### config.mk
export PLATFORM = sky130hd
export DESIGN_NAME = ym_reg_writer
export DESIGN_NICKNAME = d
export VERILOG_FILES = /design/src/rtl/ym_reg_writer.sv
export SDC_FILE = /design/constraint.sdc
export NUM_CORES = 1
export LEC_CHECK = 0
export ABC_AREA = 0
export BUFFER_PORTS_ARGS = -buffer_cell sky130_fd_sc_hd__buf_2
export CORE_MARGIN = 1.5
export CORE_UTILIZATION = 60
export CTS_BUF_LIST = sky130_fd_sc_hd__clkbuf_8
export DETAILED_ROUTE_END_ITERATION = 6
export PLACE_DENSITY = 0.83
export SKIP_LAST_GASP = 1
export SLEW_MARGIN = 15
export SYNTH_ARGS = -nofsm -noshare
export SYNTH_HDL_FRONTEND = slang
export SYNTH_SLANG_ARGS = --single-unit
### constraint.sdc
create_clock -name clk -period 5.3 [get_ports clk]
set_input_delay 0 -clock clk [delete_from_list [all_inputs] [get_ports clk]]
set_output_delay 0 -clock clk [all_outputs]
set_load 0.02 [all_outputs]
### src/rtl/ym_reg_writer.sv
`default_nettype none
// ============================================================================
// Module      : ym_reg_writer
// Description : Buffers (register, value) pairs in a FIFO and replays each as
//               a two-phase YM2612 bus write (address, then data) with the
//               inter-write wait the chip requires. Optional status polling of
//               ym_dout[7] during WAIT is enabled by YM_REG_WRITER_BUSY_POLL_EN.
// Revision    : 1.0 - initial release
// ============================================================================
module ym_reg_writer #(
  parameter int DEPTH       = 8,
  parameter int WR_PULSE    = 1,
  parameter int GAP         = 1,
  parameter int WAIT_CYCLES = 476
) (
  input  logic                       clk,
  input  logic                       rst_n,
  input  logic                       cen,
  input  logic                       req_valid,
  output logic                       req_ready,
  input  logic [7:0]                 req_reg,
  input  logic [7:0]                 req_val,
  input  logic [7:0]                 ym_dout,
  output logic [7:0]                 ym_din,
  output logic                       ym_addr,
  output logic                       ym_cs_n,
  output logic                       ym_wr_n,
  output logic                       busy,
  output logic [$clog2(DEPTH):0]     level
);

  localparam int AW   = $clog2(DEPTH);
  localparam int LW   = AW + 1;
  localparam int MAX1 = (WR_PULSE > GAP) ? WR_PULSE : GAP;
  localparam int MAXC = (MAX1 > WAIT_CYCLES) ? MAX1 : WAIT_CYCLES;
  localparam int CW   = $clog2(MAXC + 1);

  typedef enum logic [2:0] {
    S_IDLE  = 3'd0,
    S_A_WR  = 3'd1,
    S_A_GAP = 3'd2,
    S_D_WR  = 3'd3,
    S_WAIT  = 3'd4
  } state_e;

  // FIFO storage and pointers
  logic [15:0]   mem_q [DEPTH];
  logic [AW-1:0] wr_ptr_q, wr_ptr_d;
  logic [AW-1:0] rd_ptr_q, rd_ptr_d;
  logic [LW-1:0] level_q, level_d;
  logic          push, pop;
  logic [15:0]   head;

  // Sequencer state
  state_e        state_q, state_d;
  logic [CW-1:0] cnt_q, cnt_d;
  logic [7:0]    reg_q, reg_d;
  logic [7:0]    val_q, val_d;

  // Registered bus outputs
  logic [7:0]    din_q, din_d;
  logic          addr_q, addr_d;
  logic          cs_n_q, cs_n_d;
  logic          wr_n_q, wr_n_d;

`ifdef YM_REG_WRITER_BUSY_POLL_EN
  logic [2:0]    poll_cnt_q, poll_cnt_d;
  logic          busy_timeout_q, busy_timeout_d;
  logic          unused_dout;
  assign unused_dout = ^ym_dout[6:0];
`else
  logic          unused_dout;
  assign unused_dout = ^ym_dout;
`endif

  assign req_ready = (level_q != LW'(DEPTH));
  assign push      = req_valid & req_ready;
  assign pop       = cen & (state_q == S_IDLE) & (level_q != '0);
  assign head      = mem_q[rd_ptr_q];

  always_comb begin
    wr_ptr_d = wr_ptr_q;
    rd_ptr_d = rd_ptr_q;
    level_d  = level_q;
    if (push) begin
      wr_ptr_d = wr_ptr_q + AW'(1);
    end
    if (pop) begin
      rd_ptr_d = rd_ptr_q + AW'(1);
    end
    // Fullness is judged on the pre-pop level, so a pop never frees a slot
    // for a push in the same clock.
    if (push && !pop) begin
      level_d = level_q + LW'(1);
    end else if (pop && !push) begin
      level_d = level_q - LW'(1);
    end
  end

  always_ff @(posedge clk) begin
    if (push) begin
      mem_q[wr_ptr_q] <= {req_reg, req_val};
    end
  end

  always_comb begin
    state_d = state_q;
    cnt_d   = cnt_q;
    reg_d   = reg_q;
    val_d   = val_q;
`ifdef YM_REG_WRITER_BUSY_POLL_EN
    poll_cnt_d     = poll_cnt_q;
    busy_timeout_d = busy_timeout_q;
`endif
    if (cen) begin
      case (state_q)
        S_IDLE: begin
          if (level_q != '0) begin
            {reg_d, val_d} = head;
            cnt_d          = CW'(WR_PULSE);
            state_d        = S_A_WR;
          end
        end
        S_A_WR: begin
          cnt_d = cnt_q - CW'(1);
          if (cnt_q <= CW'(1)) begin
            cnt_d   = CW'(GAP);
            state_d = S_A_GAP;
          end
        end
        S_A_GAP: begin
          cnt_d = cnt_q - CW'(1);
          if (cnt_q <= CW'(1)) begin
            cnt_d   = CW'(WR_PULSE);
            state_d = S_D_WR;
          end
        end
        S_D_WR: begin
          cnt_d = cnt_q - CW'(1);
          if (cnt_q <= CW'(1)) begin
            cnt_d   = CW'(WAIT_CYCLES);
            state_d = S_WAIT;
`ifdef YM_REG_WRITER_BUSY_POLL_EN
            poll_cnt_d = 3'd0;
`endif
          end
        end
        S_WAIT: begin
          cnt_d = cnt_q - CW'(1);
`ifdef YM_REG_WRITER_BUSY_POLL_EN
          if (poll_cnt_q != 3'd4) begin
            poll_cnt_d = poll_cnt_q + 3'd1;
          end
          // Status is trusted only once the chip has had time to raise busy.
          if (poll_cnt_q == 3'd4 && !ym_dout[7]) begin
            state_d = S_IDLE;
          end else if (cnt_q <= CW'(1)) begin
            state_d = S_IDLE;
            if (ym_dout[7]) begin
              busy_timeout_d = 1'b1;
            end
          end
`else
          if (cnt_q <= CW'(1)) begin
            state_d = S_IDLE;
          end
`endif
        end
        default: begin
          state_d = S_IDLE;
        end
      endcase
    end
  end

  // Bus outputs are decoded from the current state and registered, so they
  // trail the state register by one cen-cycle.
  always_comb begin
    din_d  = din_q;
    addr_d = addr_q;
    cs_n_d = cs_n_q;
    wr_n_d = wr_n_q;
    if (cen) begin
      case (state_q)
        S_IDLE: begin
          cs_n_d = 1'b1;
          wr_n_d = 1'b1;
          addr_d = 1'b0;
        end
        S_A_WR: begin
          cs_n_d = 1'b0;
          wr_n_d = 1'b0;
          addr_d = 1'b0;
          din_d  = reg_q;
        end
        S_A_GAP: begin
          cs_n_d = 1'b0;
          wr_n_d = 1'b1;
          addr_d = 1'b0;
          din_d  = reg_q;
        end
        S_D_WR: begin
          cs_n_d = 1'b0;
          wr_n_d = 1'b0;
          addr_d = 1'b1;
          din_d  = val_q;
        end
        S_WAIT: begin
          cs_n_d = 1'b0;
          wr_n_d = 1'b1;
          addr_d = 1'b0;
          din_d  = val_q;
        end
        default: begin
          cs_n_d = 1'b1;
          wr_n_d = 1'b1;
          addr_d = 1'b0;
        end
      endcase
    end
  end

  always_ff @(posedge clk or negedge rst_n) begin
    if (!rst_n) begin
      wr_ptr_q <= '0;
      rd_ptr_q <= '0;
      level_q  <= '0;
      state_q  <= S_IDLE;
      cnt_q    <= '0;
      reg_q    <= '0;
      val_q    <= '0;
      din_q    <= '0;
      addr_q   <= 1'b0;
      cs_n_q   <= 1'b1;
      wr_n_q   <= 1'b1;
`ifdef YM_REG_WRITER_BUSY_POLL_EN
      poll_cnt_q     <= '0;
      busy_timeout_q <= 1'b0;
`endif
    end else begin
      wr_ptr_q <= wr_ptr_d;
      rd_ptr_q <= rd_ptr_d;
      level_q  <= level_d;
      state_q  <= state_d;
      cnt_q    <= cnt_d;
      reg_q    <= reg_d;
      val_q    <= val_d;
      din_q    <= din_d;
      addr_q   <= addr_d;
      cs_n_q   <= cs_n_d;
      wr_n_q   <= wr_n_d;
`ifdef YM_REG_WRITER_BUSY_POLL_EN
      poll_cnt_q     <= poll_cnt_d;
      busy_timeout_q <= busy_timeout_d;
`endif
    end
  end

  assign ym_din  = din_q;
  assign ym_addr = addr_q;
  assign ym_cs_n = cs_n_q;
  assign ym_wr_n = wr_n_q;
  assign level   = level_q;
  assign busy    = (state_q != S_IDLE) | (level_q != '0);

endmodule
`default_nettype wire
Word-level counts from Yosys, hierarchy flattened
Memories as Yosys holds them, arrays and structs flattened. A register that Yosys moved wholly into a read port is not among the register bits.
Index checks and enable logic that the tools add are counted.
{ "totals": {"register_bits": 33, "input_bits": 28, "wordCells": 67, "ram_bits": 128, "n_memories": 1, "out_inout_bits": 17} }
{ "op_classes": {"n_reduce_logical": 19, "n_addsub": 5, "order_cmp": 1, "eq_ne": 10, "n_bitwise": 4, "mux": 18} }
{ "mem_list": {"columns": ["name", "depth", "word_bits", "rd", "rd_clocked_by_memory_dff", "write_ports", "line", "rtl"], "rows": [
  ["mem_q", 8, 16, 1, 1, 1, "47", "logic [15:0] mem_q [DEPTH];"]
]} }
{ "ops": {"columns": ["operator", "n"], "rows": [
  ["9-bit case mux with 4 select lines", 1],
  ["9-bit two-way mux", 3],
  ["8-bit case mux with 2 select lines", 1],
  ["3-bit two-way mux", 5],
  ["3-bit case mux with 5 select lines", 1],
  ["9-bit by 1-bit less-or-equal comparator with 1-bit output, second input constant", 1],
  ["9-bit by 1-bit subtractor with 9-bit output, second input constant", 1],
  ["4-bit two-way mux", 2],
  ["2-bit != test, second input constant", 4],
  ["4-bit nonzero test", 2],
  ["3-bit by 1-bit adder with 3-bit output, second input constant", 2],
  ["3-bit by 2-bit == test with 1-bit output, second input constant", 2],
  ["3-bit AND reduction", 2],
  ["6-bit AND reduction", 1],
  ["2-bit OR reduction", 3],
  ["1-bit two-way mux", 5],
  ["4-bit by 1-bit adder with 4-bit output, second input constant", 1],
  ["4-bit != test, second input constant", 1],
  ["2-bit nonzero test", 2],
  ["4-bit OR reduction", 1],
  ["4-bit by 1-bit subtractor with 4-bit output, second input constant", 1],
  ["1-bit AND", 3],
  ["3-bit by 1-bit == test with 1-bit output, second input constant", 1],
  ["3-bit == test, second input constant", 1],
  ["other kinds (7)", 10]
]} }

Longest topological paths before layout
Gate-level depths: netlist (run 1).
{ "depth": {"word_depth": 6, "mapped_depth": 12} }

Worst setup path before layout (run 1)
OpenSTA, ideal clock, no wires.
{ "synth_path": {"path_kind": "reg-to-reg", "start": "reg level_q[3], in the netlist level[3]", "end": "reg level_q[3], in the netlist level[3]", "path_slack_ns": 2.349, "required_time_ns": 5.167, "t_arrival_ns": 2.818, "path_stages_with_launch": 12, "setup_time_ns": 0.133, "path_cell_list": "dfrtp_1 -> or4_1 -> nand3_1 -> clkbuf_1 -> ha_1 -> inv_1 -> ha_1 -> a21o_1 -> a21oi_1 -> xnor2_1 -> nor2_1 -> xor2_1"} }
{ "synth_between": {"elab_chain_cells": 5} }
{ "synth_rtl": {"columns": ["element", "line", "rtl"], "rows": [
  ["from (decl)", "50", "logic [LW-1:0] level_q, level_d;"],
  ["from (signal assigned)", "243", "level_q <= level_d;"],
  ["branches (longest 5 deep; another with 4-bit by 1-bit subtractor with 4-bit output)", null, null]
]} }
Several ways; the timed one is not identified. The select of a mux whose other input is x is not followed.
A chain may end at the register's enable or synchronous reset.

Worst setup path in the final report (run 1)
Same ends and word-level chain as after synthesis.

==> results by group, run 1 <==
Floorplan
  • Full die area: 0.0127 mm2
  • I/O pin count: 45
  • Die Ht: 113 um
  • Row count: 39
  • Die Span X: 113 um
  • Core area: 0.0116 mm2
  • Initial Utilization: 62.4%

Synthesis
  • Synth area leaders: edfxtp_1 (53%), dfrtp_1 (16%), mux4_2 (10%)
  • Post-synth EDFFs: 128
  • Asr flop ratio synth: 27.7%
  • Most frequent cell after synthesis: edfxtp_1
  • Synth top area share: 53.3%
  • Post-Syn Area per Cell: 16.6 um2
  • Cell Area, Synth: 0.00721 mm2
  • Synth Register Bits: 177
  • Mapped Cells: 435
  • Synth warn: 0
  • Top FF cell, synth: edfxtp_1
  • Seq/Total Area, Yosys: 70.3%
  • Post-synth cell types: 47
  • Mapped Nets: 471
  • Area leader, netlist: edfxtp_1
  • Top cells by count, synth: edfxtp_1 (128), dfrtp_1 (47), nand2_1 (36), o21ai_0 (34), mux4_2 (32)

Place
  • Post-DP Area: 0.00758 mm2
  • Buffers on Ports: 36
  • Pre-CTS setup slack: 2310 ps
  • Routability cong.: 0.819
  • HPWL after DPL: 7970 um
  • Placed insts: 601

Global route
  • Global-route wire length before repair: 20900 um
  • Met1 usage: 28.1%
  • Largest net degree at the start of global routing: 50
  • Grt met2 use: 37.1%
  • Grt total ovfl: 0
  • M3 GR Usage: 5.89%
  • Top Usage Layer GRT: met2
  • Number of global-route vias before repair: 4018
  • All-layer global routing usage: 22.3%
  • Initial antenna violation count: 0

Drt
  • Routed Wire Length: 12900 um
  • Initial DRC count: 380
  • Drt drc: 0
  • First-pass iteration count of the detailed router: 4
  • Antenna Nets Post-Route: 0
  • Vias: 3907
  • DR WL/cell: 19.8 um
  • Post-DR vias/cell: 6.00

Power and ir drop
  • Peak VDD IR: 246 uV
  • LEAKAGE: 2.98 nW
  • Overall power: 4.26 mW
  • Combinational group share of total power: 32.9%
  • Pwr/cell area: 525 mW/mm2
  • Int Power: 2.79 mW
  • Net Sw Frac: 34.4%
  • Sw power: 1.47 mW
  • Seq pwr share: 48.1%
  • Clock share of power: 19.0%

STA
  • Final-report hold violation count: 0
  • RSZ-0062 raised after global routing: no
  • Slew HR: 29.2%
  • Slew Limit Fails: 0
  • Total negative slack: 0 ps
  • Final Cycle Share: 56.7%
  • Min Tclk post-route: 3000 ps
  • Final clock skew: 15.7 ps
  • Worst-Margin Slew: 1060 ps
  • Hold_ws: 54.2 ps
  • F_max: 333 MHz
  • Setup violators final: 0
  • Setup slack after layout: 2300 ps

Clocking
  • Number of buffers created by CTS: 17
  • Root Driver: clkbuf_8
  • CTS tree: yes
  • Worst-path clk slew: 100 ps
  • Htree depth: 4
  • Sink Count: 177
  • Worst-Skew Late Latency: 450 ps
  • Clock Tree Buf Depth: 2

Finish
  • Multi-input logic area: 0.00205 mm2
  • Antenna diodes: 0
  • Fill count: 734
  • Final Core Density: 70.1%
  • Layout area overhead: 12.4%
  • Storage cell area: 0.00507 mm2
  • Design Area, Final: 0.00811 mm2
  • Share of cells above drive strength 1: 24.4%
  • Fin nets: 531
  • Post-route insts no fill: 651

Setup path
  • CP arrival: 3350 ps
  • CP endpoint kind: flip-flop
  • Crit start category: flip-flop
  • Required time of the critical path: 5640 ps
  • CP max FO: 35
  • Crit path kind: flip-flop to flip-flop

Run
  • Max cap viols: 0

Status
  • Status: completed

Min path
  • Hold Path Class: primary input to flip-flop
-- cells in the final DEF (no fill, tap or decap), types with 6 or more instances in the layout --
| master | count |
|---|---|
| ha_1 | 7 |
| buf_2 | 36 |
| nor2_1 | 17 |
| nand2_1 | 36 |
| dlygate4sd3_1 | 18 |
| a211o_1 | 6 |
| o21ai_0 | 34 |
| inv_1 | 8 |
| edfxtp_1 | 128 |
| clkbuf_8 | 17 |
| xnor2_1 | 7 |
| dfrtp_1 | 46 |
| mux2i_1 | 24 |
| mux4_2 | 32 |
| buf_4 | 10 |
-- worst paths after layout --
check | start | end | slack [ps] | cells after the start
worst max register to register | level[3]$_DFFE_PN0P_ | level[3]$_DFFE_PN0P_ | 2300 | 11
worst max-delay path | level[3]$_DFFE_PN0P_ | level[3]$_DFFE_PN0P_ | 2300 | 11
worst min register to register | ym_din[3]$_DFFE_PN0P_ | ym_din[3]$_DFFE_PN0P_ | 480 | 2
max in group asynchronous | rst_n | rd_ptr_q[0]$_DFFE_PN0P_ | 4670 | 3
min in group asynchronous | rst_n | cnt_q[5]$_DFFE_PN0P_ | 160 | 3
worst min-delay path | req_valid | wr_ptr_q[0]$_DFFE_PN0P_ | 50 | 3
-- cell families after synthesis --
| kind of cell | count (synthesis) | share of synthesized area, % |
|---|---|---|
| xor gates and xnor gates | 9 | 1.09 |
| buffers and inverters | 29 | 1.61 |
| AOI/OAI and AO/OA | 65 | 5.78 |
| adders and majority gates | 8 | 1.49 |
| muxes | 59 | 13.8 |
| DFF | 177 | 70.3 |
| and+or+nand+nor | 88 | 5.90 |
-- timing repair --
| action | in CTS | in global routing |
|---|---|---|
| hold buffers | 18 | 0 |
| buffers inserted | 0 | 0 |
| hold endpoints to repair | 183 | 0 |
| resized for setup | 0 | 0 |
-- cell type report --
class | instances | area share [%]
clock inverters | 15 | 1.36
multi-input cells | 229 | 25.3
inverters | 6 | 0.278
flip-flops and latches | 177 | 62.6
clock buffers | 17 | 2.89
well taps | 143 | 2.21
repair buffers | 64 | 5.37
-- power by group through the flow --
stage | clock network (mW) | logic, mW | registers [mW]
6_report | 0.809 | 1.40 | 2.05
5_1_grt | 0.883 | 1.54 | 2.08
4_1_cts | 0.823 | 1.41 | 2.05
3_5_place_dp | 0 | 1.39 | 2.08
3_3_place_gp | 0 | 1.34 | 2.05
2_1_floorplan | 0 | 1.03 | 2.03
-- critical path: stages (launching register included) --
cell and delay, ps:
dfrtp_1 440, or4_1 640, nand3_1 130, buf_4 300, ha_1 260, inv_1 100, ha_1 290, a21o_1 180
a21oi_1 180, xnor2_1 150, nor2_1 80, xor2_1 140
-- flip-flops by register name, summed over array words and instances, names as in the netlist --
| register | cells |
|---|---|
| level | 4 |
| reg_q | 8 |
| cnt_q | 9 |
| ym_cs_n | 1 |
| val_q | 8 |
| wr_ptr_q | 3 |
| ym_din | 8 |
| ym_wr_n | 1 |
| state_q | 3 |
| mem_q | 128 |
| ym_addr | 1 |
| rd_ptr_q | 3 |
-- metal layers --
layer | vias up | routed length (um)
met1 | 1959 | 5320
met4 | 0 | 238
met3 | 20 | 786
met2 | 126 | 6570
met5 | - | 0
li1 | 1802 | -
Note: power is estimated with default switching activity, not from simulation.
==> run 2, diff against run 1 <==
Clock period 5.3 ns to 3.1 ns, I/O delays scaled along.
==> results by group, run 2 (same netlist as run 1, synthesis figures left out) <==
Floorplan
  • I/O pin count: 45 (unchanged)
  • Die Span X: 113 um (unchanged)
  • Die Ht: 113 um (unchanged)
  • Initial Utilization: 62.4% (unchanged)
  • Row count: 39 (unchanged)
  • Core area: 0.0116 mm2 (unchanged)
  • Full die area: 0.0127 mm2 (unchanged)

Global route
  • Grt total ovfl: 0 (unchanged)
  • Global-route wire length before repair: 21200 um (was 20900 um)
  • Number of global-route vias before repair: 4191 (was 4018)
  • All-layer global routing usage: 22.8% (was 22.3%)
  • Largest net degree at the start of global routing: 50 (unchanged)
  • Initial antenna violation count: 0 (unchanged)

Setup path
  • Number of cells on the worst reg-to-reg path: 10 (was 11)
  • Reg2reg setup slack: 430 ps (was 2300 ps)
  • Required time of the critical path: 3450 ps (was 5640 ps)
  • CP arrival: 3020 ps (was 3350 ps)
  • CP max FO: 5 (was 35)
  • Crit Reg-Reg Endpoint: level[3]$_DFFE_PN0P_ (unchanged)
  • Crit start category: flip-flop (unchanged)
  • Crit path kind: flip-flop to flip-flop (unchanged)
  • Crit. Startpoint: level[3]$_DFFE_PN0P_ (unchanged)
  • Critical Path End: level[3]$_DFFE_PN0P_ (unchanged)
  • CP endpoint kind: flip-flop (unchanged)
  • Worst R2R Start: level[3]$_DFFE_PN0P_ (unchanged)

Drt
  • Routed Wire Length: 13100 um (was 12900 um)
  • Post-DR vias/cell: 6.07 (was 6.00)
  • Drt drc: 0 (unchanged)
  • Vias: 3989 (was 3907)
  • Initial DRC count: 338 (was 380)
  • First-pass iteration count of the detailed router: 6 (was 4)
  • DR WL/cell: 19.9 um (was 19.8 um)
  • Antenna Nets Post-Route: 0 (unchanged)

Run
  • Max cap viols: 0 (unchanged)

STA
  • Slew HR: 55.1% (was 29.2%)
  • Final Cycle Share: 86.3% (was 56.7%)
  • Worst-Margin Slew: 673 ps (was 1060 ps)
  • Total negative slack: 0 ps (unchanged)
  • Slew Limit Fails: 0 (unchanged)
  • Setup violators final: 0 (unchanged)
  • Setup slack after layout: 425 ps (was 2300 ps)
  • Hold_ws: 87.4 ps (was 54.2 ps)
  • Final clock skew: 10.3 ps (was 15.7 ps)
  • Min Tclk post-route: 2670 ps (was 3000 ps)
  • RSZ-0062 raised after global routing: no (unchanged)
  • F_max: 374 MHz (was 333 MHz)
  • Final-report hold violation count: 0 (unchanged)

Finish
  • Fin nets: 537 (was 531)
  • Largest regs: mem_q: 128 flops, cnt_q: 9 flops (unchanged)
  • Antenna diodes: 0 (unchanged)
  • Max reg flops: 128 (unchanged)
  • Most frequent cells in the layout: edfxtp_1 (128), dfrtp_1 (46), nand2_1 (36), buf_2 (35), o21ai_0 (34) (was edfxtp_1 (128), dfrtp_1 (46), nand2_1 (36), buf_2 (36), o21ai_0 (34))
  • Reg with most FFs: mem_q (unchanged)
  • Post-route insts no fill: 657 (was 651)
  • Share of cells above drive strength 1: 25.3% (was 24.4%)
  • Most common cell after layout, fill and taps aside: edfxtp_1 (unchanged)
  • Layout area overhead: 13.6% (was 12.4%)

Clocking
  • Number of buffers created by CTS: 17 (unchanged)
  • Htree depth: 4 (unchanged)
  • Sink Count: 177 (unchanged)
  • CTS tree: yes (unchanged)
  • Worst-path clk slew: 90 ps (was 100 ps)
  • Root Driver: clkbuf_8 (unchanged)
  • Setup Buffers After CTS: 0 (unchanged)
  • Worst-Skew Late Latency: 460 ps (was 450 ps)
  • Clock Tree Buf Depth: 2 (unchanged)

Place
  • Buffers on Ports: 36 (unchanged)
  • HPWL after DPL: 8130 um (was 7970 um)
  • Routability cong.: 0.809 (was 0.819)
  • Placed insts: 606 (was 601)
  • Pre-CTS setup slack: 461 ps (was 2310 ps)

Power and ir drop
  • Overall power: 7.46 mW (was 4.26 mW)
  • Peak VDD IR: 477 uV (was 246 uV)
  • Pwr/cell area: 910 mW/mm2 (was 525 mW/mm2)
  • LEAKAGE: 3.02 nW (was 2.98 nW)

Min path
  • Hold Path Class: primary input to async pin (was primary input to flip-flop)

Status
  • Status: completed (unchanged)
-- run 2: cell types whose count changed in the layout (fill, tap and decap cells not counted), moves of 2 or more --
cell,delta
buf_4,+5
clkinv_4,+2
clkinv_2,-2
inv_6,-3
nor3_4,-2
inv_8,+2
clkinvlp_4,+2
inv_1,-2
-- run 2: final cells by class --
type,instances,area [um2]
Sequential cell,177,5070
Fill cell,729,3370
Multi-Input combinational cell,229,2030
Timing Repair Buffer,70,498
Clock buffer,17,234
Tap cell,143,179
Clock inverter,15,151
Inverter,6,22.5
-- run 2: per-layer routing --
layer	track usage [%]	vias to the layer above	routed length, um
met2	38.2	140	6770
met3	5.99	29	706
met4	8.52	0	268
met5	0	-	0
met1	29.2	2007	5350
li1	-	1813	-
-- run 2: worst min path at each step --
stage           from                    to  slack (ps)  cells after the start
3_5_place_dp   rst_n  cnt_q[6]$_DFFE_PN0P_         250                      1
2_1_floorplan  rst_n  cnt_q[0]$_DFFE_PN0P_        -300                      0
4_1_cts        rst_n  cnt_q[6]$_DFFE_PN0P_         280                      2
5_1_grt        rst_n  cnt_q[6]$_DFFE_PN0P_         130                      2
6_report       rst_n  cnt_q[7]$_DFFE_PN0P_          90                      2
3_3_place_gp   rst_n  cnt_q[4]$_DFFE_PN0P_         230                      1
-- run 2: worst max-delay path: stages, from the launching register on --
cell and delay [ps]:
dfrtp_1 430, or4_1 640, nand3_1 170, ha_1 200, inv_1 90, ha_1 290
a21o_1 200, a21oi_1 200, xnor2_1 140, nor2_1 60, xor2_1 140
-- run 2: timing repair --
item | in CTS | in global routing
gates resized for setup | 0 | 0
hold endpoints to repair | 185 | 0
hold buffers | 19 | 0
-- run 2: power breakdown --
part	leakage [nW]	internal (mW)	switching, mW
registers	1.77	3.10	0.449
clock network	0.185	0.660	0.855
logic	1.06	1.14	1.25
-- run 2: per-stage QoR --
stage,area [um2],util [%]
2_1_floorplan,7210,-
3_3_place_gp,7610,65.8
3_5_place_dp,7610,65.8
4_1_cts,8190,70.8
5_1_grt,8190,70.8
6_report,8190,70.8
